`src/rtl/kmeans_chan_mux.sv`:
```
// kmeans_chan_mux: registered valid/ready N-to-1 channel selector for the K-means datapath.
// Round-robin arbitration and its pointer are built only when KMEANS_MUX_RR_EN is defined.
module kmeans_chan_mux #(
   parameter int WIDTH = 16,
   parameter int NCH   = 3,
   parameter int SELW  = $clog2(NCH)
) (
   input  logic                   clk,
   input  logic                   rst,
   input  logic [NCH*WIDTH-1:0]   in_data,
   input  logic [NCH-1:0]         in_valid,
   output logic [NCH-1:0]         in_ready,
   input  logic [SELW-1:0]        sel,
   input  logic                   mode,
   output logic [WIDTH-1:0]       out_data,
   output logic [SELW-1:0]        out_ch,
   output logic                   out_valid,
   input  logic                   out_ready,
   output logic                   err_sel
);

   logic             load;
   logic             sel_ok;
   logic             rr_on;
   logic             rr_gnt;
   logic [SELW-1:0]  rr_idx;
   logic [SELW-1:0]  gnt;
   logic             gnt_vld;
   logic             xfer;
   logic [WIDTH-1:0] gnt_data;

   assign load   = !out_valid || out_ready;
   assign sel_ok = 32'(sel) < NCH;

`ifdef KMEANS_MUX_RR_EN
   logic [SELW-1:0]  ptr;
   logic [2*NCH-1:0] vv;
   logic [NCH-1:0]   rot;

   assign rr_on = mode;
   assign vv    = {in_valid, in_valid};
   assign rot   = vv[{1'b0, ptr} +: NCH];

   // first valid channel at or after ptr, wrapping
   always_comb begin
      int j;
      j      = 0;
      rr_gnt = 1'b0;
      rr_idx = '0;
      for (int k = 0; k < NCH; k++) begin
         if (!rr_gnt && rot[k]) begin
            j = int'(ptr) + k;
            if (j >= NCH) j = j - NCH;
            rr_gnt = 1'b1;
            rr_idx = SELW'(j);
         end
      end
   end

   always_ff @(posedge clk or posedge rst) begin
      if (rst) begin
         ptr <= '0;
      end else if (xfer && rr_on) begin
         if (32'(gnt) == NCH - 1) ptr <= '0;
         else                     ptr <= gnt + 1'b1;
      end
   end
`else
   logic unused_mode;

   assign unused_mode = mode;
   assign rr_on       = 1'b0;
   assign rr_gnt      = 1'b0;
   assign rr_idx      = '0;
`endif

   assign gnt     = rr_on ? rr_idx : sel;
   assign gnt_vld = !rst && load && (rr_on ? rr_gnt : sel_ok);

   always_comb begin
      in_ready = '0;
      gnt_data = '0;
      xfer     = 1'b0;
      for (int i = 0; i < NCH; i++) begin
         if (gnt == SELW'(i)) begin
            in_ready[i] = gnt_vld;
            gnt_data    = in_data[i*WIDTH +: WIDTH];
            xfer        = gnt_vld && in_valid[i];
         end
      end
   end

   always_ff @(posedge clk or posedge rst) begin
      if (rst) begin
         out_valid <= 1'b0;
         out_data  <= '0;
         out_ch    <= '0;
         err_sel   <= 1'b0;
      end else begin
         err_sel <= !rr_on && !sel_ok;
         // a load and a drain on the same edge just overwrite
         if (xfer) begin
            out_valid <= 1'b1;
            out_data  <= gnt_data;
            out_ch    <= gnt;
         end else if (out_ready) begin
            out_valid <= 1'b0;
         end
      end
   end

endmodule

```
`config.mk`:
```
export PLATFORM = sky130hd
export DESIGN_NAME = kmeans_chan_mux
export DESIGN_NICKNAME = d
export VERILOG_FILES = /design/src/rtl/kmeans_chan_mux.sv
export SDC_FILE = /design/constraint.sdc
export NUM_CORES = 1
export LEC_CHECK = 0
export BUFFER_PORTS_ARGS = -buffer_cell sky130_fd_sc_hd__buf_4
export CORE_UTILIZATION = 37
export CTS_BUF_LIST = sky130_fd_sc_hd__clkbuf_16
export DETAILED_ROUTE_END_ITERATION = 8
export MAX_ROUTING_LAYER = met4
export PLACE_DENSITY = 0.75
export SETUP_SLACK_MARGIN = 0.05
export SLEW_MARGIN = 15
export SYNTH_ARGS = -nofsm -noshare
export SYNTH_HDL_FRONTEND = slang
export SYNTH_SLANG_ARGS = --single-unit
```
`constraint.sdc`:
```
create_clock -name clk -period 1.55 [get_ports clk]
set_input_delay 0.31 -clock clk [delete_from_list [all_inputs] [get_ports clk]]
set_output_delay 0.31 -clock clk [all_outputs]
set_load 0.005 [all_outputs]
```
==> results of run 1 <==
## worst paths after layout
| check | endpoint | slack [ns] | cells past startpoint |
|---|---|---|---|
| worst max-delay path | out_data[9]$_DFFE_PP0P_ | -0.13 | 4 |
| worst min-delay path | out_data[14]$_DFFE_PP0P_ | 0.21 | 3 |
| worst max register to register | out_data[9]$_DFFE_PP0P_ | -0.13 | 4 |
| worst min register to register | out_data[6]$_DFFE_PP0P_ | 0.51 | 1 |
| max in group asynchronous | out_data[8]$_DFFE_PP0P_ | 0.87 | 4 |
| min in group clk | out_ch[1]$_DFFE_PP0P_ | 0.30 | 2 |
## cells in the final DEF, fill, tap and decap left out
master      n
dfrtp_1    20
clkbuf_16   3
nor2b_4     1
o21ai_0    16
buf_4      88
mux2_2      7
a32o_1      1
nor4_4      1
mux2i_1    17
nor4b_4     1
inv_1       1
nand2_8     2
mux2_4      9
or4_4       2
nor2b_2     1
and2_1      1
nand2_1    20
or2_2       1
nor4b_2     1
## sequential cells by signal, summed over array words and instances (netlist names)
| signal | cells |
|---|---|
| out_data | 16 |
| out_ch | 2 |
| out_valid | 1 |
| err_sel | 1 |
## layer usage
layer / global-route usage (%) / wire (um)
met5: - / 0
met3: 3.96 / 250
met4: 6.46 / 13
met1: 23.8 / 1280
met2: 39.2 / 1670
## logic make-up after synthesis
| family | after synthesis | share of synthesized area [%] |
|---|---|---|
| AOI/OAI and AO/OA | 17 | 7.64 |
| DFF | 20 | 42.4 |
| buffers and inverters | 8 | 4.03 |
| muxes | 33 | 32.6 |
| and+or+nand+nor | 30 | 13.4 |
## report_power, final
group	internal, mW	leakage [nW]	total, mW	switching (mW)
sequential	0.649	0.251	0.725	0.0755
clock	0.339	0.0370	0.504	0.165
combinational	0.436	0.736	0.648	0.212
## cells in the mapped netlist
| cell | instances |
|---|---|
| mux2_2 | 7 |
| nor4_1 | 1 |
| nor4b_1 | 2 |
| buf_2 | 1 |
| clkbuf_1 | 4 |
| buf_1 | 1 |
| nor2b_1 | 2 |
| inv_1 | 1 |
| or2_2 | 1 |
| o21ai_0 | 16 |
| mux2_4 | 9 |
| a32o_1 | 1 |
| dfrtp_1 | 20 |
| mux2i_1 | 17 |
| nand2_4 | 1 |
| and2_1 | 1 |
| buf_12 | 1 |
| nand2_1 | 20 |
| or4_4 | 2 |
## cell type report
cell class | instances | area share, %
flip-flops and latches | 20 | 25.0
inverters | 1 | 0.188
repair buffers | 88 | 33.0
well taps | 44 | 2.75
multi-input cells | 81 | 35.3
clock buffers | 3 | 3.75
## tightest hold or removal path, cell delays in order
cell	delay, ns
buf_4	0.12
buf_4	0.16
inv_1	0.27
## through the flow
stage	total power [mW]	setup TNS (ns)	setup WS [ns]	util [%]	cell area, um^2
after detailed placement	1.36	-3.99	-0.281	61.2	1850
final	1.88	-1.90	-0.128	66.1	2000
after global routing	1.99	-2.71	-0.171	66.1	2000
after CTS	1.90	-1.95	-0.132	66.0	2000
after floorplan	0.988	-1.61	-0.144	-	1190
after global placement	1.34	-3.20	-0.215	61.2	1850
## what timing repair did
action | 4_1_cts | 5_1_grt
cloned | 1 | 0
endpoints found under the setup margin | 21 | 20
pin swaps | 3 | 0
resized for setup | 7 | 0
setup buffers | 1 | 0
==> results.txt, run 1 <==
Largest cells by area after synthesis - dfrtp_1 (42%), mux2i_1 (14%), mux2_4 (11%)
Clock-pin slew on the worst setup and hold paths - 0.05 ns
Hpwl dp - 2390 um
Drt first pass iters - 4
Cell Pwr Density - 937 nW/um^2
Post-Layout Cell Count - 237
#FFs+latches synth - 20
Min Tclk post-route - 1.68 ns
Status - finished with violations
Syn-to-layout area delta - 69.7%
Max Clock Skew - 0.00132 ns
Crit path capture type - flop
Vias in the first global route - 1202
Nets - 252
R2r startpoint - out_valid$_DFFE_PP0P_
Worst Hold Class - in2async
Ratio of cells with drive above 1 in the final layout - 60.6%
Hold Slack - 0.211 ns
Failing checks - setup timing
Crit Path Max Fanout - 9
Syn Area/Cell - 10.9 um^2
Iter 0 DRT Violations - 31
Max Buffers Root-to-Sink - 2
Startpoint Class - flop
I/O pin cnt - 80
Slew @ Worst Pin - 0.674 ns
Sequential-to-total area share from yosys stat - 42.4%
WP data required - 1.68 ns
Root buf cell - clkbuf_16
# rows - 20
WL/cell - 13.6 um
CTS H-tree depth - 1
Largest net degree at the start of global routing - 17
Area of the multi-input gates - 707 um^2
Latest clock arrival within the worst-skew pair - 0.24 ns
Highest Clock Rate - 596 MHz
Hold bufs inserted after CTS - 0
Max Slew Vio Count - 0
Max-cap check violation count - 0
Ant. Diodes - 0
Initial core utilization - 39.0%
Final hold vios - 0
Netlist cell types - 19
PortBufs - 78
Area share of the leading cell type in the synthesized netlist - 42.4%
Cells after synthesis - 108
CTS tree - yes
Vias per cell - 4.76
Die footprint - 3420 um^2
Fill cells - 249
Num CTS Buffers - 3
Via Count - 1129
CP max stage cell - or4_4
Slew HR - 54.9%
Final wirelength - 3220 um
Crit-path cells - nor2b_4, or4_4, nand2_8, mux2_2
Placer Congestion - 0.808
Worst vdd ir - 0.420 mV
Crit path from - out_valid$_DFFE_PP0P_
Initial antenna violation count - 0
Leading area contributor after synthesis - dfrtp_1
Final critical-path share of the clock period - 108%
Crit Path Class - reg2reg
All-Layer GR Usage - 21.5%
Final antenna-violating net count - 0
Placed Instances - 232
Setup ws final - -0.128 ns
WP buf/inv - 0
CP arrival - 1.81 ns
CP top delay family - simple AND/OR/NAND/NOR gates
Die height - 58.5 um
Clock sink count - 20
Final setup viols - 18
Static Leak - 1.02 nW
Residual DRC count - 0
Synth warn - 0
Post-synth net total - 165
Die Wd - 58.5 um
First-pass GRT wire length - 5320 um
Crit-path max cell delay - 0.57 ns
RSZ-0062 raised after global routing - true
Core area - 3030 um^2
Post-synthesis cell area - 1180 um^2
Remaining Overflow, GRT - 0
Register area - 500 um^2
No activity file was read; power rests on OpenSTA's default activity.
==> run 2, diff against run 1 <==
==> constraint.sdc (replaced) <==
create_clock -name clk -period 1.5 [get_ports clk]
set_input_delay 0.3 -clock clk [delete_from_list [all_inputs] [get_ports clk]]
set_output_delay 0.3 -clock clk [all_outputs]
set_load 0.005 [all_outputs]
==> results.txt, run 2 (synthesized netlist as in run 1, its figures left out) <==
Ant. Diodes - 0 (unchanged)
PortBufs - 78 (unchanged)
Max Clock Skew - 0.00202 ns (+0.000703 ns)
Slew @ Worst Pin - 0.618 ns (-0.0559 ns)
Placed Instances - 232 (unchanged)
Latest clock arrival within the worst-skew pair - 0.24 ns (about the same)
First-pass GRT wire length - 5280 um (-0.77%)
Final setup viols - 20 (+2)
Static Leak - 1.06 nW (+3.8%)
WL/cell - 14.1 um (+4.1%)
Root buf cell - clkbuf_16
Initial antenna violation count - 0 (unchanged)
Ratio of cells with drive above 1 in the final layout - 60.7% (+0.093 points)
Die height - 58.5 um (unchanged)
TNS Setup - -3.21 ns (-1.31 ns)
Worst vdd ir - 0.522 mV (+24%)
Drt first pass iters - 3 (-1)
CTS H-tree depth - 1 (unchanged)
Max-cap check violation count - 0 (unchanged)
Final wirelength - 3390 um (+5.4%)
WP data required - 1.63 ns (-0.05 ns)
Top routing layer in use - met4
Highest Clock Rate - 589 MHz (-1.1%)
Final hold vios - 0 (unchanged)
Iter 0 DRT Violations - 28 (-9.7%)
Met3 wire length - 246 um (-1.6%)
Min Tclk post-route - 1.70 ns (+0.0185 ns)
Nets - 254 (+0.79%)
Worst Hold Class - in2async
Residual DRC count - 0 (unchanged)
Failing checks - setup timing
Vias in the first global route - 1187 (-1.2%)
Syn-to-layout area delta - 74.5%
Die Wd - 58.5 um (unchanged)
Crit Path Class - reg2reg
Crit Path Max Fanout - 4 (-5)
All-Layer GR Usage - 21.5% (-0.059 points)
Vias per cell - 4.73 (-0.64%)
Met2 Routed Length - 1730 um (+3.6%)
Cell Pwr Density - 968 nW/um^2 (+3.3%)
Clock-pin slew on the worst setup and hold paths - 0.05 ns (about the same)
Setup ws final - -0.196 ns (-0.0685 ns)
DP Area - 1850 um^2 (unchanged)
Final Cell Area - 2060 um^2 (+2.9%)
CTS tree - yes
Crit path capture type - flop
Biggest regs - out_data: 16 flops, out_ch: 2 flops
Commonest non-fill, non-tap cells in the layout - buf_4 (89), nand2_1 (20), dfrtp_1 (20), mux2i_1 (17)
CP arrival - 1.82 ns (about the same)
Largest net degree at the start of global routing - 17 (unchanged)
Placer Congestion - 0.798 (-1.2%)
Slew HR - 58.6% (+3.7 points)
Final critical-path share of the clock period - 113% (+4.8 points)
I/O pin cnt - 80 (unchanged)
RSZ-0062 raised after global routing - true
Largest Register - out_data
Remaining Overflow, GRT - 0 (unchanged)
Max Slew Vio Count - 0 (unchanged)
Max Buffers Root-to-Sink - 2 (unchanged)
Status - finished with violations
Commonest non-fill, non-tap cell in the layout - buf_4
Final antenna-violating net count - 0 (unchanged)
Clock sink count - 20 (unchanged)
Hpwl dp - 2430 um (+1.7%)
# rows - 20 (unchanged)
Initial core utilization - 39.0% (unchanged)
Num CTS Buffers - 3 (unchanged)
Startpoint Class - flop
Post-Layout Cell Count - 240 (+1.3%)
Routed length on met1 - 1380 um (+7.9%)
Number of flip-flops in the largest register - 16 (unchanged)
Core area - 3030 um^2 (unchanged)
Die footprint - 3420 um^2 (unchanged)
Via Count - 1136 (+0.62%)
run 2: cell count changes in the layout (fill, tap and decap cells not counted), sizes merged:
cell	change
nand2	+1
buf	+1
clkinv	+1
run 2: metrics by stage:
| stage | total power [mW] | worst slack, ns | util [%] | hold slack [ns] |
|---|---|---|---|---|
| finish | 1.99 | -0.196 | 68.0 | 0.252 |
| CTS | 1.97 | -0.195 | 66.3 | 0.236 |
| floorplan | 1.02 | -0.194 | - | 0.264 |
| global route | 2.12 | -0.226 | 68.0 | 0.272 |
| global placement | 1.38 | -0.256 | 61.2 | 0.462 |
| detailed placement | 1.41 | -0.301 | 61.2 | 0.472 |
run 2: final cells by class:
class,instances,area [um^2]
clock inverters,1,3.75
inverters,1,3.75
flip-flops and latches,20,500
clock buffers,3,75.1
repair buffers,89,668
multi-input cells,82,753
fillers,242,968
well taps,44,55.1
run 2: path summary, 6_finish.rpt:
kind | start | endpoint | slack, ns | depth (start not counted)
worst max-delay path | out_valid$_DFFE_PP0P_ | out_data[5]$_DFFE_PP0P_ | -0.20 | 4
worst min-delay path | rst | err_sel$_DFF_PP0_ | 0.25 | 4
worst max register to register | out_valid$_DFFE_PP0P_ | out_data[5]$_DFFE_PP0P_ | -0.20 | 4
worst min register to register | out_data[4]$_DFFE_PP0P_ | out_data[4]$_DFFE_PP0P_ | 0.51 | 1
max in group asynchronous | rst | out_data[8]$_DFFE_PP0P_ | 1.09 | 4
min in group clk | in_valid[2] | out_ch[1]$_DFFE_PP0P_ | 0.29 | 2
run 2: power by group:
| part | total, mW | internal (mW) | switching, mW |
|---|---|---|---|
| registers | 0.751 | 0.671 | 0.0801 |
| clock network | 0.528 | 0.354 | 0.174 |
| logic | 0.716 | 0.483 | 0.233 |
run 2: per-layer routing:
| metal | vias up | track usage [%] |
|---|---|---|
| li1 | 561 | - |
| met1 | 514 | 25.0 |
| met2 | 57 | 37.4 |
| met3 | 4 | 3.96 |
| met4 | 0 | 6.80 |
| met5 | - | - |
run 2: timing repair:
item | 4_1_cts | 5_1_grt
pin swaps | 2 | 0
hold buffers | 0 | 0
endpoints found under the setup margin | 21 | 21
gates resized for setup | 8 | 7
setup buffers | 1 | 1
gates cloned | 1 | 1
run 2: critical path, cell delays in order, from the launching register on:
cell and delay [ns]:
dfrtp_1 0.38, nor2b_4 0.14, or4_4 0.59, nand2_4 0.15
mux2_4 0.31
